### src/rtl/fft_frame_scheduler.sv
// fft_frame_scheduler: gates a real sample stream into N-point FFT frames,
// passing 2^log_count_averages frames per averaging group and then dropping
// 2^log_throttle - 1 frames. Optional macro FFT_CONFIG_EN adds a one-shot
// FFT core configuration handshake before the first frame is passed.
module fft_frame_scheduler #(
  parameter int AXIS_TDATA_WIDTH_IN  = 16,
  parameter int AXIS_TDATA_WIDTH_OUT = 32,
  parameter int LOG_FFT_LENGTH       = 8
) (
  input  logic                            aclk,
  input  logic                            aresetn,
  input  logic [31:0]                     GPIO,
  input  logic [AXIS_TDATA_WIDTH_IN-1:0]  S_AXIS_tdata,
  input  logic                            S_AXIS_tvalid,
  output logic                            S_AXIS_tready,
  output logic [AXIS_TDATA_WIDTH_OUT-1:0] M_AXIS_tdata,
  output logic                            M_AXIS_tvalid,
  input  logic                            M_AXIS_tready,
  output logic                            M_AXIS_tlast,
  output logic                            M_AXIS_tuser,
  output logic [7:0]                      M_AXIS_config_tdata,
  output logic                            M_AXIS_config_tvalid,
  input  logic                            M_AXIS_config_tready
);

  localparam int HALF = AXIS_TDATA_WIDTH_OUT / 2;

  typedef enum logic [1:0] {IDLE, CONFIG, PASS, DROP} state_t;

  state_t                    state;
  logic                      pass_q;
  logic                      drop_q;
  logic [LOG_FFT_LENGTH-1:0] sample_cnt;
  logic [31:0]               frame_cnt;
  logic [31:0]               drop_cnt;
  logic [4:0]                lca_q;
  logic [4:0]                lt_q;

  logic                      enable;
  logic                      beat;
  logic                      frame_end;
  logic                      group_end;
  logic [31:0]               throttle;
  logic [HALF-1:0]           sample_ext;
  logic                      unused_inputs;

  assign enable     = GPIO[0];
  assign throttle   = (32'd1 << lt_q) - 32'd1;
  assign frame_end  = &sample_cnt;
  assign group_end  = (frame_cnt == ((32'd1 << lca_q) - 32'd1));
  assign sample_ext = HALF'($signed(S_AXIS_tdata));

  // Stream side: combinational pass-through in PASS, sink in IDLE/DROP, stall in CONFIG
  assign S_AXIS_tready = pass_q ? M_AXIS_tready : (state != CONFIG);
  assign beat          = S_AXIS_tvalid && S_AXIS_tready && (pass_q || drop_q);
  assign M_AXIS_tvalid = pass_q && S_AXIS_tvalid;
  assign M_AXIS_tlast  = pass_q && frame_end;
  assign M_AXIS_tuser  = pass_q && (frame_cnt == 32'd0);
  assign M_AXIS_tdata  = pass_q ? {{(AXIS_TDATA_WIDTH_OUT-HALF){1'b0}}, sample_ext} : '0;

`ifdef FFT_CONFIG_EN
  logic cfg_valid_q;
  assign M_AXIS_config_tvalid = cfg_valid_q;
  assign M_AXIS_config_tdata  = cfg_valid_q ? 8'h01 : 8'h00;
  assign unused_inputs        = ^GPIO[31:11];
`else
  assign M_AXIS_config_tvalid = 1'b0;
  assign M_AXIS_config_tdata  = '0;
  assign unused_inputs        = ^{GPIO[31:11], M_AXIS_config_tready};
`endif

  // Frame scheduler FSM with sample, frame and drop counters
  always_ff @(posedge aclk) begin
    if (!aresetn) begin
      state      <= IDLE;
      pass_q     <= 1'b0;
      drop_q     <= 1'b0;
      sample_cnt <= '0;
      frame_cnt  <= '0;
      drop_cnt   <= '0;
      lca_q      <= '0;
      lt_q       <= '0;
`ifdef FFT_CONFIG_EN
      cfg_valid_q <= 1'b0;
`endif
    end else begin
      case (state)
        IDLE: begin
          if (enable) begin
            lca_q      <= GPIO[5:1];
            lt_q       <= GPIO[10:6];
            sample_cnt <= '0;
            frame_cnt  <= '0;
            drop_cnt   <= '0;
`ifdef FFT_CONFIG_EN
            state       <= CONFIG;
            cfg_valid_q <= 1'b1;
`else
            state  <= PASS;
            pass_q <= 1'b1;
`endif
          end
        end
        CONFIG: begin
`ifdef FFT_CONFIG_EN
          if (!enable) begin
            state       <= IDLE;
            cfg_valid_q <= 1'b0;
          end else if (M_AXIS_config_tready) begin
            state       <= PASS;
            cfg_valid_q <= 1'b0;
            pass_q      <= 1'b1;
          end
`else
          state <= IDLE;
`endif
        end
        PASS: begin
          if (beat) begin
            sample_cnt <= sample_cnt + LOG_FFT_LENGTH'(1);
            // enable is only honoured on the tlast beat so the FFT never sees a partial frame
            if (frame_end) begin
              if (!enable) begin
                state  <= IDLE;
                pass_q <= 1'b0;
              end else if (group_end) begin
                frame_cnt <= '0;
                if (throttle != 32'd0) begin
                  state    <= DROP;
                  pass_q   <= 1'b0;
                  drop_q   <= 1'b1;
                  drop_cnt <= '0;
                end
              end else begin
                frame_cnt <= frame_cnt + 32'd1;
              end
            end
          end
        end
        DROP: begin
          if (!enable) begin
            state  <= IDLE;
            drop_q <= 1'b0;
          end else if (beat) begin
            sample_cnt <= sample_cnt + LOG_FFT_LENGTH'(1);
            if (frame_end) begin
              if (drop_cnt == throttle - 32'd1) begin
                drop_cnt <= '0;
                state    <= PASS;
                drop_q   <= 1'b0;
                pass_q   <= 1'b1;
              end else begin
                drop_cnt <= drop_cnt + 32'd1;
              end
            end
          end
        end
        default: begin
          state  <= IDLE;
          pass_q <= 1'b0;
          drop_q <= 1'b0;
        end
      endcase
    end
  end

endmodule

### config.mk
export PLATFORM = sky130hd
export DESIGN_NAME = fft_frame_scheduler
export DESIGN_NICKNAME = d
export VERILOG_FILES = /design/src/rtl/fft_frame_scheduler.sv
export SDC_FILE = /design/constraint.sdc
export NUM_CORES = 1
export LEC_CHECK = 0
export BUFFER_PORTS_ARGS = -buffer_cell sky130_fd_sc_hd__buf_2
export CORE_MARGIN = 2
export CORE_UTILIZATION = 64
export DETAILED_ROUTE_END_ITERATION = 8
export GPL_TIMING_DRIVEN = 0
export PLACE_DENSITY = 0.85
export SLEW_MARGIN = 10
export SYNTH_ARGS = -nofsm -noshare
export SYNTH_HDL_FRONTEND = slang
export SYNTH_SLANG_ARGS = --single-unit
### constraint.sdc
create_clock -name aclk -period 7.7 [get_ports aclk]
set_input_delay 0.77 -clock aclk [delete_from_list [all_inputs] [get_ports aclk]]
set_output_delay 0.77 -clock aclk [all_outputs]
set_load 0.01 [all_outputs]
==> key figures <==
Status
  – Outcome: complete, no violations

Final layout
  – Ant. Diodes: 0
  – Multi-input logic area: 4962 um2
  – Layout cells sized above 1: 12.95%
  – Register Area: 1722 um2
  – Post-Layout Cell Count: 1221
  – Commonest non-fill, non-tap cells in the layout: nor2_1 (97), nand2_1 (94), dfxtp_1 (86)
  – Nets: 1137
  – Layout area overhead: 9.864%
  – Most common cell after layout, fill and taps aside: nor2_1
  – Filler cell count: 907

Worst setup path
  – Crit path from: lt_q[1]
  – R2r startpoint: lt_q[1]
  – FF-to-FF End: drop_cnt[21]
  – Max incr delay on CP: 0.49 ns
  – CP top delay family: buffers and inverters
  – Reg2Reg Setup Slack: 2.42 ns
  – Critical path endpoint category: register
  – Worst path buffer plus inverter count: 7
  – Required @ worst endpoint: 7.97 ns
  – Critical Path AT: 5.54 ns
  – Kind of critical path: register to register
  – Crit-path cells: buf_2 > buf_1 > clkbuf_1 > nand3b_1 > ha_1 > clkbuf_1 > clkbuf_1 > xnor2_1 > xnor2_1 > nand3_1 > o21ai_0 > nand4_1 > nor4_1 > a31oi_1 > o21ai_1 > buf_2 > buf_2 > a21oi_1
  – CP Launch Type: register
  – Worst r2r path cells: 18
  – CP max stage cell: clkbuf_1
  – CP max FO: 10

Clock tree
  – TritonCTS Sinks: 86
  – Worst-Skew Late Latency: 0.38 ns
  – Max Root-Sink Buffers: 2
  – Num CTS Buffers: 9
  – Hold buffer count at cts: 0
  – Buffer count from post-CTS setup fixing: 0
  – Resized cells post-CTS: 0
  – CTS tree: yes
  – H-tree levels: 3
  – Clock-pin slew on the worst setup and hold paths: 0.09 ns
  – Clock Tree Root: clkbuf_8

Route
  – Drt wl/cell: 17.48 um
  – Initial DRC Count: 879
  – Via density: 6.396
  – DR DRC count: 0
  – First-pass iteration count of the detailed router: 5
  – Antenna Nets Post-Route: 0
  – Total number of vias: 7810
  – Total wire length: 21340 um

Global routing
  – GRT Util Overall: 35.18%
  – Largest net degree at the start of global routing: 17
  – Initial antenna violation count: 0
  – Vias in the first global route: 6568
  – Grt total ovfl: 0
  – First-pass GRT wire length: 32910 um

Timing
  – Fmax: 189.4 MHz
  – Setup ws final: 2.421 ns
  – RSZ-0062 raised after global routing: false
  – Fin crit period: 5.279 ns
  – Slew @ Worst Pin: 0.8848 ns
  – # setup viols final: 0
  – Setup TNS: 0 ns
  – Final Hold Viols: 0
  – Worst rel slew slack: 40.56%
  – Crit share post-route: 68.56%
  – Slew Limit Fails: 0
  – Clk_skew: 0.01096 ns

Placed design
  – DP Cell Count: 1205
  – Final HPWL DP: 16060 um
  – Gpl congestion: 1.021
  – PortBufs: 50
  – Place WS: 2.621 ns

Worst hold path
  – Worst hold path class: register to register
  – Hold depth: 2
  – Min-Delay Endpoint: drop_q
  – Hold Crit Start: drop_q

Synth
  – Synth cell types: 86
  – Ys async rst share: 0%
  – Syn. warnings: 0
  – Top FF cell, synth: dfxtp_1
  – Post-Syn Area: 7192 um2
  – Syn Inst Count: 991
  – Area leader, netlist: dfxtp_1
  – Top cells by area, synth: dfxtp_1 (24%), nor2_1 (5.1%), a21oi_1 (4.9%)
  – Register area share after synthesis: 23.94%
  – Syn Area/Cell: 7.257 um2
  – Top cell type's share of synthesized area: 23.94%
  – Post-synth EDFFs: 0
  – Yosys reg bits: 86

Floorplanning
  – Starting Density: 66.05%
  – Die area: 12100 um2
  – Die Y: 110.0 um
  – Die width: 110.0 um
  – Core Region: 10890 um2
  – Row count: 38
  – IO Count: 98

Power
  – Power density over the cells: 140.7 nW/um2
  – P_leak: 2.885 nW
  – Worst VDD drop: 144.2 uV

Run
  – Maxcap violations: 0
-- Yosys cell counts (14+ instances only) --
master    count
nor2_1       97
nand2_1      94
dfxtp_1      86
a21oi_1      71
o21ai_0      48
nand3_1      44
clkbuf_1     43
xor2_1       35
xnor2_1      33
nand4_1      28
buf_4        26
nor3_1       26
and2_1       24
inv_1        23
or3_1        22
buf_2        20
and3_1       19
nor4_1       15
o31ai_1      14
-- power breakdown --
group,switching (mW),total (mW),internal (mW)
clock,0.184,0.316,0.132
sequential,0.00595,0.455,0.449
combinational,0.207,0.341,0.134
total,0.397,1.11,0.715
-- how the worst max path moves through the flow --
stage                   endpoint  depth (start not counted)
finish              drop_cnt[21]                         18
global route        drop_cnt[19]                         17
global placement    drop_cnt[21]                         17
CTS                 drop_cnt[10]                         17
detailed placement  drop_cnt[10]                         17
floorplan           drop_cnt[31]                         17
-- flip-flops by register name, indices dropped and copies added, names as in the netlist --
register,flops
pass_q,1
sample_cnt,8
frame_cnt,32
drop_cnt,32
state,2
lca_q,5
drop_q,1
lt_q,5
-- worst reg2reg max path: stages (launching register included) --
cell,delay (ns)
dfxtp_1,0.42
buf_2,0.24
buf_1,0.43
clkbuf_1,0.43
nand3b_1,0.25
ha_1,0.30
clkbuf_1,0.41
clkbuf_1,0.49
xnor2_1,0.20
xnor2_1,0.30
nand3_1,0.13
o21ai_0,0.16
nand4_1,0.12
nor4_1,0.32
a31oi_1,0.19
o21ai_1,0.19
buf_2,0.27
buf_2,0.27
a21oi_1,0.06
-- logic make-up (layout without fill, tap and decap cells) --
logic type | count (synthesis) | count (layout) | synth area share [%]
simple gates | 448 | 448 | 33.00
xor+xnor | 72 | 72 | 9.551
buf+inv | 124 | 190 | 8.385
flops | 86 | 86 | 23.94
mux | 9 | 9 | 1.305
compound gates | 243 | 243 | 22.37
other cells | 1 | 25 | 0.05214
fa+ha+maj | 8 | 8 | 1.392
-- area by class of cell --
cell class,instances,area share [%]
Buffer,100,6.492
Clock buffer,10,1.742
Clock inverter,6,0.6492
Inverter,24,1.140
Multi-Input combinational cell,805,62.80
Sequential cell,86,21.79
Tap cell,140,2.217
Timing Repair Buffer,50,3.167
-- per-layer routing --
layer	share of wire, %	vias to the layer above	global-route usage (%)
met5	0	-	0
met2	42	439	52.06
met1	43	3601	51.04
met4	2.3	0	11.57
li1	-	3722	-
met3	12	48	6.996
-- per-stage QoR --
stage	hold WS (ns)	area [um2]	power, mW	util (%)
finish	0.5000	7901	1.112	72.57
CTS	0.4994	7896	1.105	72.52
floorplan	0.4503	7282	0.7146	-
global route	0.5367	7901	1.160	72.57
detailed placement	0.4871	7707	0.7943	70.79
global placement	0.4778	7707	0.7929	70.79
(Power assumes the default switching activity.)
